[src/rtl/alarm_latch_ctrl.sv]
// Alarm latch controller: qualifies the upstream alarm condition over consecutive clocks,
// latches an alarm, drives the lamp and the blinking buzzer until acknowledged, and counts alarms.
module alarm_latch_ctrl #(
   parameter int DEBOUNCE_CYCLES = 4,
   parameter int BLINK_HALF      = 8,
   parameter int EVT_W           = 8
) (
   input  logic             i_clk,
   input  logic             i_rst_n,
   input  logic             i_a,
   input  logic             i_ack,
   output logic             o_lamp,
   output logic             o_buzz,
   output logic [EVT_W-1:0] o_events,
   output logic [1:0]       o_st
);

   localparam logic [1:0] ST_IDLE  = 2'b00;
   localparam logic [1:0] ST_QUAL  = 2'b01;
   localparam logic [1:0] ST_ALARM = 2'b10;
   localparam logic [1:0] ST_ACKED = 2'b11;

   // Last count values are compared before incrementing, so the compare fires on the edge
   // where the incremented value would reach the parameter.
   localparam logic [7:0]       QCNT_LAST  = 8'(DEBOUNCE_CYCLES - 1);
   localparam logic [7:0]       BLINK_LAST = 8'(BLINK_HALF - 1);
   localparam logic [7:0]       CNT_ONE    = 8'd1;
   localparam logic [EVT_W-1:0] EVT_ONE    = {{(EVT_W-1){1'b0}}, 1'b1};

   logic [1:0]       r_st;
   logic [7:0]       r_qcnt;
   logic [7:0]       r_blink;
   logic             r_buzz;
   logic [EVT_W-1:0] r_events;

   // Single state/datapath register block; entering ALARM counts the event and restarts the blink.
   always_ff @(posedge i_clk or negedge i_rst_n) begin
      if (!i_rst_n) begin
         r_st     <= ST_IDLE;
         r_qcnt   <= '0;
         r_blink  <= '0;
         r_buzz   <= 1'b0;
         r_events <= '0;
      end else begin
         case (r_st)
            ST_IDLE: begin
               if (i_a) begin
                  if (DEBOUNCE_CYCLES == 1) begin
                     r_st     <= ST_ALARM;
                     r_events <= r_events + EVT_ONE;
                     r_buzz   <= 1'b1;
                     r_blink  <= '0;
                     r_qcnt   <= '0;
                  end else begin
                     r_st   <= ST_QUAL;
                     r_qcnt <= CNT_ONE;
                  end
               end
            end
            ST_QUAL: begin
               if (!i_a) begin
                  r_st   <= ST_IDLE;
                  r_qcnt <= '0;
               end else if (r_qcnt == QCNT_LAST) begin
                  r_st     <= ST_ALARM;
                  r_events <= r_events + EVT_ONE;
                  r_buzz   <= 1'b1;
                  r_blink  <= '0;
                  r_qcnt   <= '0;
               end else begin
                  r_qcnt <= r_qcnt + CNT_ONE;
               end
            end
            ST_ALARM: begin
               if (i_ack) begin
                  r_st    <= ST_ACKED;
                  r_buzz  <= 1'b0;
                  r_blink <= '0;
               end else if (r_blink == BLINK_LAST) begin
                  r_blink <= '0;
                  r_buzz  <= ~r_buzz;
               end else begin
                  r_blink <= r_blink + CNT_ONE;
               end
            end
            default: begin
               if (!i_a) begin
                  r_st <= ST_IDLE;
               end
            end
         endcase
      end
   end

   // Lamp is the upper state bit: set in both ALARM and ACKED.
   assign o_lamp   = r_st[1];
   assign o_buzz   = r_buzz;
   assign o_events = r_events;
   assign o_st     = r_st;

endmodule

[config.mk]
export PLATFORM = sky130hd
export DESIGN_NAME = alarm_latch_ctrl
export DESIGN_NICKNAME = d
export VERILOG_FILES = /design/src/rtl/alarm_latch_ctrl.sv
export SDC_FILE = /design/constraint.sdc
export NUM_CORES = 1
export LEC_CHECK = 0
export ABC_AREA = 1
export ABC_CLOCK_PERIOD_IN_PS = 2900
export CAP_MARGIN = 20
export CORE_MARGIN = 8
export CORE_UTILIZATION = 45
export CTS_CLUSTER_DIAMETER = 60
export CTS_CLUSTER_SIZE = 8
export DETAILED_ROUTE_END_ITERATION = 16
export PLACE_DENSITY = 0.63
export SYNTH_ARGS = -nofsm -noshare
export SYNTH_HDL_FRONTEND = slang
export SYNTH_SLANG_ARGS = --single-unit
export TNS_END_PERCENT = 20
[constraint.sdc]
create_clock -name i_clk -period 2.9 [get_ports i_clk]
set_clock_uncertainty 0.05 [all_clocks]
set_input_delay 0.87 -clock i_clk [delete_from_list [all_inputs] [get_ports i_clk]]
set_output_delay 0.87 -clock i_clk [all_outputs]
set_load 0.02 [all_outputs]
==> flow_summary.json, run 1 <==
{
  "grt_max_degree": 28,
  "synth_xor_xnor_area_share_pct": 4.41,
  "die_area_mm2": 0.00561,
  "setup_ws_ns": 0.533,
  "setup.worst_path.end_class": "output port",
  "totalNegativeSetupSlack_ns": 0,
  "yosys_register_bits": 27,
  "groute.layer.met1.usage_pct": 14.5,
  "timing.final.crit_period_ns": 2.37,
  "rr_startpoint": "r_qcnt[0]",
  "grt_first_pass_wirelength_mm": 5.34,
  "synth_fa_ha_area_share_pct": 3.21,
  "layout_commonest_cell": "sky130_fd_sc_hd__nand2_1",
  "holdBufCountCts": 0,
  "drt-wirelength-per-cell_um": 11.0,
  "synth_compound_area_share_pct": 5.61,
  "chipWidth_um": 74.9,
  "synth.yosys.seq_area_share_pct": 43.3,
  "finalHoldViolations": 0,
  "number_of_global_route_vias_before_repair": 1274,
  "syn_nets": 212,
  "yosys.cell_types.count": 26,
  "worst-slew-pin-transition_ns": 0.334,
  "dp_slack_ns": 0.572,
  "drv.max_cap_violation_count": 0,
  "globalRoute.totalOverflow": 0,
  "hpwlAfterDp_mm": 2.24,
  "layout.nets": 230,
  "synth-async-reset-ratio_pct": 100,
  "drive_gt1_share_pct": 9.95,
  "min_from": "r_blink[0]",
  "worst_path_max_delay_cell": "sky130_fd_sc_hd__clkdlybuf4s50_1",
  "grtUsageMet3_pct": 2.53,
  "power_density_mw_per_mm2": 696,
  "synthMuxAreaShare_pct": 0,
  "synth_area_per_cell_um2": 7.65,
  "io_buffer_count": 15,
  "crit_required_ns": 1.98,
  "power.static_leakage_nw": 0.887,
  "syn2layout_area_growth_pct": 13.8,
  "detail_route.wirelength_mm": 2.94,
  "post-cts-setup-buffers": 0,
  "synth-edff-count": 0,
  "cts-resized-gates": 0,
  "antenna_violating_nets_post_route": 0,
  "n_antenna_cell": 0,
  "status": "finished clean",
  "chipHeight_um": 74.9,
  "initial_utilization_pct": 46.8,
  "maxClockFrequency_mhz": 422,
  "combinational_family_with_the_most_area_after_synthesis": "simple AND/OR/NAND/NOR gates",
  "worst-setup-path-type": "reg2out",
  "critical_path.startpoint": "o_events[5]",
  "clock_sinks": 27,
  "critical_path_buf_inv_count": 1,
  "synth_cells": 204,
  "grt_use_met2_pct": 20.1,
  "weighted_congestion_at_the_end_of_routability_driven_global_placement": 0.902,
  "timing_max_transition_violations_final": 0,
  "placementRows": 21,
  "grt_antenna_before_repair": 0,
  "layout.cells.most_common_list": "sky130_fd_sc_hd__nand2_1 (58), sky130_fd_sc_hd__dfrtp_1 (27), sky130_fd_sc_hd__nand3_1 (26), sky130_fd_sc_hd__nor2_1 (24), sky130_fd_sc_hd__inv_1 (21)",
  "cts_htree_levels": 1,
  "grtUsageTotal_pct": 12.0,
  "final_util_pct": 53.2,
  "cpLargestDelayFamily": "buffers and inverters",
  "setup_repair_after_global_routing_missed_its_margin": "no",
  "cts.clk_slew.worst_paths_ns": 0.16,
  "post-route-drc-count": 0,
  "critical_path.cell_chain": "clkdlybuf4s50_1",
  "core_region_area_mm2": 0.00334,
  "worst_ir_drop_vdd_uv": 371,
  "crit_path_max_incr_delay_ns": 0.64,
  "worstSetupStartpointType": "register",
  "worst_hold_path_type": "reg2reg",
  "cts_tree": "done",
  "netlist_area_mm2": 0.00156,
  "cts_made_buffers": 3,
  "cts-root-buf": "sky130_fd_sc_hd__clkbuf_4",
  "clock_latency_ns": 0.33,
  "min_period_over_period_pct": 81.6,
  "total_power_mw": 1.24,
  "postSynth.topFlopCell": "sky130_fd_sc_hd__dfrtp_1",
  "crit_path_max_fanout": 6,
  "globalRoute.busiestLayer": "met2",
  "io_pins": 16,
  "maxSlewHeadroom_pct": 77.6,
  "route.vias.total": 1306,
  "first_pass_iters": 4,
  "crit_arrival_ns": 1.45,
  "yosys.area_share.simple_pct": 35.8,
  "report.final.setup_viol": 0,
  "route.detailed.vias_per_inst": 4.89,
  "synthesis.yosys.warnings": 0,
  "detail_route.iter0.violations": 112,
  "clockBufferDepth": 2
}
[layout make-up]
| class | instances | area [um2] |
|---|---|---|
| fill | 328 | 1560 |
| multi-input combinational | 150 | 766 |
| sequential | 27 | 676 |
| timing repair buffer | 16 | 158 |
| inverter | 24 | 90.1 |
| tap | 46 | 57.6 |
| clock buffer | 3 | 22.5 |
| clock inverter | 1 | 7.51 |
[flip-flops by register name (all words and copies together), names as in the netlist]
register  cells
o_events      8
r_blink       8
r_qcnt        8
o_st          2
o_buzz        1
[synth_stat cells (2+ instances only)]
cell                      instances  share of area [%]
sky130_fd_sc_hd__or2_2            2               0.80
sky130_fd_sc_hd__nand2_1         58                 14
sky130_fd_sc_hd__nor2_4           2                1.4
sky130_fd_sc_hd__ha_1             4                3.2
sky130_fd_sc_hd__dfrtp_1         27                 43
sky130_fd_sc_hd__inv_2            3               0.72
sky130_fd_sc_hd__nor2_1          24                5.8
sky130_fd_sc_hd__o21ai_2          3                1.7
sky130_fd_sc_hd__nand2_2          4                1.6
sky130_fd_sc_hd__inv_1           21                5.0
sky130_fd_sc_hd__nand3_1         26                8.3
sky130_fd_sc_hd__nand4_1          5                2.0
sky130_fd_sc_hd__buf_6            2                1.4
sky130_fd_sc_hd__xor2_1           5                2.8
sky130_fd_sc_hd__o21ai_0          7                2.2
[kinds of logic (layout without fill, tap and decap cells)]
family,Yosys count,after routing
AO/OA/AOI/OAI,14,14
XOR/XNOR,7,7
adder cells (fa/ha/maj),4,4
buffers and inverters,27,44
flip-flops,27,27
AND/OR/NAND/NOR,125,125
[per-stage QoR]
step,area (um2),instances,hold slack (ns)
finish,1780,267,0.466
global route,1780,267,0.481
CTS,1780,267,0.470
detailed placement,1750,263,0.450
global placement,1750,263,0.448
floorplan,1560,204,0.421
[path summary, 6_finish.rpt]
| kind | end | slack [ns] | cells after the start |
|---|---|---|---|
| max | o_events[5] | 0.53 | 1 |
| min | r_blink[0] | 0.47 | 1 |
| max reg2reg | o_events[3] | 1.34 | 8 |
| min reg2reg | r_blink[0] | 0.47 | 1 |
| max in group asynchronous | r_qcnt[1] | 1.71 | 2 |
| min in group asynchronous | r_blink[0] | 0.83 | 2 |
[report_power, final]
part | internal, mW | switching [mW] | total (mW)
combinational | 0.216 | 0.294 | 0.510
sequential | 0.460 | 0.0939 | 0.554
clock | 0.0527 | 0.120 | 0.173
[routing by layer]
metal  share of wire (%)  wire length [um]
met3                 4.3               125
met5                   0                 0
met4                0.75                22
met2                  48              1420
met1                  47              1380
(Power assumes the default switching activity.)
==> run 2, diff against run 1 <==
--- a/config.mk
+++ b/config.mk
@@ -6,7 +6,7 @@
 export NUM_CORES = 1
 export LEC_CHECK = 0
 export ABC_AREA = 1
-export ABC_CLOCK_PERIOD_IN_PS = 2900
+export ABC_CLOCK_PERIOD_IN_PS = 2420
 export CAP_MARGIN = 20
 export CORE_MARGIN = 8
 export CORE_UTILIZATION = 45
==> constraint.sdc (replaced) <==
create_clock -name i_clk -period 2.42 [get_ports i_clk]
set_clock_uncertainty 0.05 [all_clocks]
set_input_delay 0.726 -clock i_clk [delete_from_list [all_inputs] [get_ports i_clk]]
set_output_delay 0.726 -clock i_clk [all_outputs]
set_load 0.02 [all_outputs]
==> results of run 2 <==
The final DEF is identical to that of run 1. Status: finished clean.
Among the figures that moved: setup slack after placement 0.572 ns -> 0.236 ns; setup slack after layout 0.533 ns -> 0.197 ns; register-to-register setup slack 1.34 ns -> 0.86 ns; total power 1.24 mW -> 1.48 mW; worst IR drop on VDD 371 uV -> 444 uV
==> run 3, diff against run 2 <==
--- a/config.mk
+++ b/config.mk
@@ -9,11 +9,11 @@
 export ABC_CLOCK_PERIOD_IN_PS = 2420
 export CAP_MARGIN = 20
 export CORE_MARGIN = 8
-export CORE_UTILIZATION = 45
+export CORE_UTILIZATION = 33
 export CTS_CLUSTER_DIAMETER = 60
 export CTS_CLUSTER_SIZE = 8
 export DETAILED_ROUTE_END_ITERATION = 16
-export PLACE_DENSITY = 0.63
+export PLACE_DENSITY = 0.48
 export SYNTH_ARGS = -nofsm -noshare
 export SYNTH_HDL_FRONTEND = slang
 export SYNTH_SLANG_ARGS = --single-unit
==> flow_summary.json, run 3 (same netlist as run 1, synthesis figures left out) <==
{
  "io_buffer_count": 15,
  "cts_tree": "done",
  "cts-resized-gates": 0,
  "power.static_leakage_nw": 0.895,
  "globalRoute.totalOverflow": 0,
  "critical_path.cell_chain": "clkdlybuf4s50_1",
  "crit_required_ns": 1.64,
  "dp.cells": 271,
  "route.detailed.vias_per_inst": 4.55,
  "worst_path_max_delay_cell": "sky130_fd_sc_hd__clkdlybuf4s50_1",
  "crit_arrival_ns": 1.39,
  "grt_max_degree": 28,
  "worstSetupStartpointType": "register",
  "setup.worst_path.end_class": "output port",
  "layout.nets": 230,
  "placementRows": 25,
  "route.vias.total": 1252,
  "timing_max_transition_violations_final": 0,
  "chipHeight_um": 84.8,
  "grt_antenna_before_repair": 0,
  "worst-slew-pin-transition_ns": 0.365,
  "status": "finished clean",
  "initial_utilization_pct": 33.7,
  "number_of_global_route_vias_before_repair": 1180,
  "power_density_mw_per_mm2": 856,
  "critical_path_buf_inv_count": 1,
  "antenna_violating_nets_post_route": 0,
  "layout_commonest_cell": "sky130_fd_sc_hd__nand2_1",
  "cts_made_buffers": 3,
  "rr_startpoint": "r_qcnt[0]",
  "crit_path_max_fanout": 5,
  "r2r-end": "o_events[3]",
  "multiInputGateArea_um2": 766,
  "core_region_area_mm2": 0.00463,
  "n_fill_cell": 499,
  "finalHoldViolations": 0,
  "first_pass_iters": 4,
  "clockBufferDepth": 2,
  "cts-root-buf": "sky130_fd_sc_hd__clkbuf_8",
  "grt_first_pass_wirelength_mm": 5.36,
  "minimum_setup_slack_among_reg_to_reg_paths_ns": 0.85,
  "detail_route.iter0.violations": 39,
  "drive_gt1_share_pct": 9.95,
  "setup_ws_ns": 0.256,
  "post-cts-setup-buffers": 0,
  "die_area_mm2": 0.00719,
  "holdBufCountCts": 0,
  "worst-r2r-cell-count": 8,
  "critical_path.startpoint": "o_st[1]",
  "cts_htree_levels": 1,
  "dp_slack_ns": 0.175,
  "grtUsageTotal_pct": 9.10,
  "worst-setup-path-type": "reg2out",
  "n_antenna_cell": 0,
  "worst_hold_path_type": "reg2reg",
  "chipWidth_um": 84.8,
  "worst_ir_drop_vdd_uv": 334,
  "min_period_over_period_pct": 89.4,
  "crit_path_max_incr_delay_ns": 0.65,
  "clock_latency_ns": 0.28,
  "totalNegativeSetupSlack_ns": 0,
  "drv.max_cap_violation_count": 0,
  "hpwlAfterDp_mm": 2.29,
  "drt-wirelength-per-cell_um": 11.4,
  "setup_repair_after_global_routing_missed_its_margin": "no",
  "post-route-drc-count": 0,
  "maxSlewHeadroom_pct": 75.7,
  "instances_no_fill": 275,
  "critical_path_depth": 1,
  "detail_route.wirelength_mm": 3.14,
  "cts.clk_slew.worst_paths_ns": 0.10,
  "timing.final.crit_period_ns": 2.16,
  "io_pins": 16,
  "register_area_um2": 676,
  "clock_sinks": 27,
  "report.final.setup_viol": 0,
  "cpLargestDelayFamily": "buffers and inverters",
  "maxClockFrequency_mhz": 462,
  "endpoint": "o_st[1]",
  "syn2layout_area_growth_pct": 15.6,
  "layout.cells.most_common_list": "sky130_fd_sc_hd__nand2_1 (58), sky130_fd_sc_hd__dfrtp_1 (27), sky130_fd_sc_hd__nand3_1 (26), sky130_fd_sc_hd__nor2_1 (24), sky130_fd_sc_hd__inv_1 (21)",
  "weighted_congestion_at_the_end_of_routability_driven_global_placement": 0.762
}
run 3: cell counts in the layout (fill, tap and decap cells not counted):
Identical to the previous run, type by type.
run 3: worst min-delay path by stage:
stage	slack (ns)	to	depth (start not counted)	start
after floorplan	0.38	o_buzz	0	i_rst_n
after global placement	0.44	r_blink[0]	1	r_blink[0]
after detailed placement	0.45	r_blink[0]	1	r_blink[0]
after CTS	0.47	r_blink[0]	1	r_blink[0]
after global routing	0.47	r_blink[0]	1	r_blink[0]
final	0.46	r_blink[0]	1	r_blink[0]
run 3: cell type report:
type / instances / area share (%)
Tap cell: 54 / 3.74
Clock buffer: 3 / 2.29
Clock inverter: 1 / 0.416
Inverter: 24 / 4.99
Multi-Input combinational cell: 150 / 42.4
Timing Repair Buffer: 16 / 8.73
Sequential cell: 27 / 37.4
run 3: metrics by stage:
stage	total power, mW	hold slack (ns)	cell area [um2]	util (%)
after floorplan	1.06	0.380	1560	-
after global placement	1.30	0.444	1760	37.9
after detailed placement	1.30	0.451	1760	37.9
after CTS	1.58	0.466	1810	39.0
after global routing	1.67	0.473	1810	39.0
final	1.54	0.459	1810	39.0
run 3: power breakdown:
| part | internal [mW] | total (mW) | switching, mW | leakage, nW |
|---|---|---|---|---|
| clock | 0.117 | 0.271 | 0.154 | 0.0217 |
| combinational | 0.259 | 0.611 | 0.353 | 0.518 |
| sequential | 0.552 | 0.662 | 0.111 | 0.356 |
run 3: layer usage:
layer,global-route usage [%],vias to the layer above,share of wire (%)
li1,-,680,-
met1,11.0,551,48
met2,15.2,19,48
met3,3.02,2,4.1
met4,1.94,0,0.67
met5,0,-,0
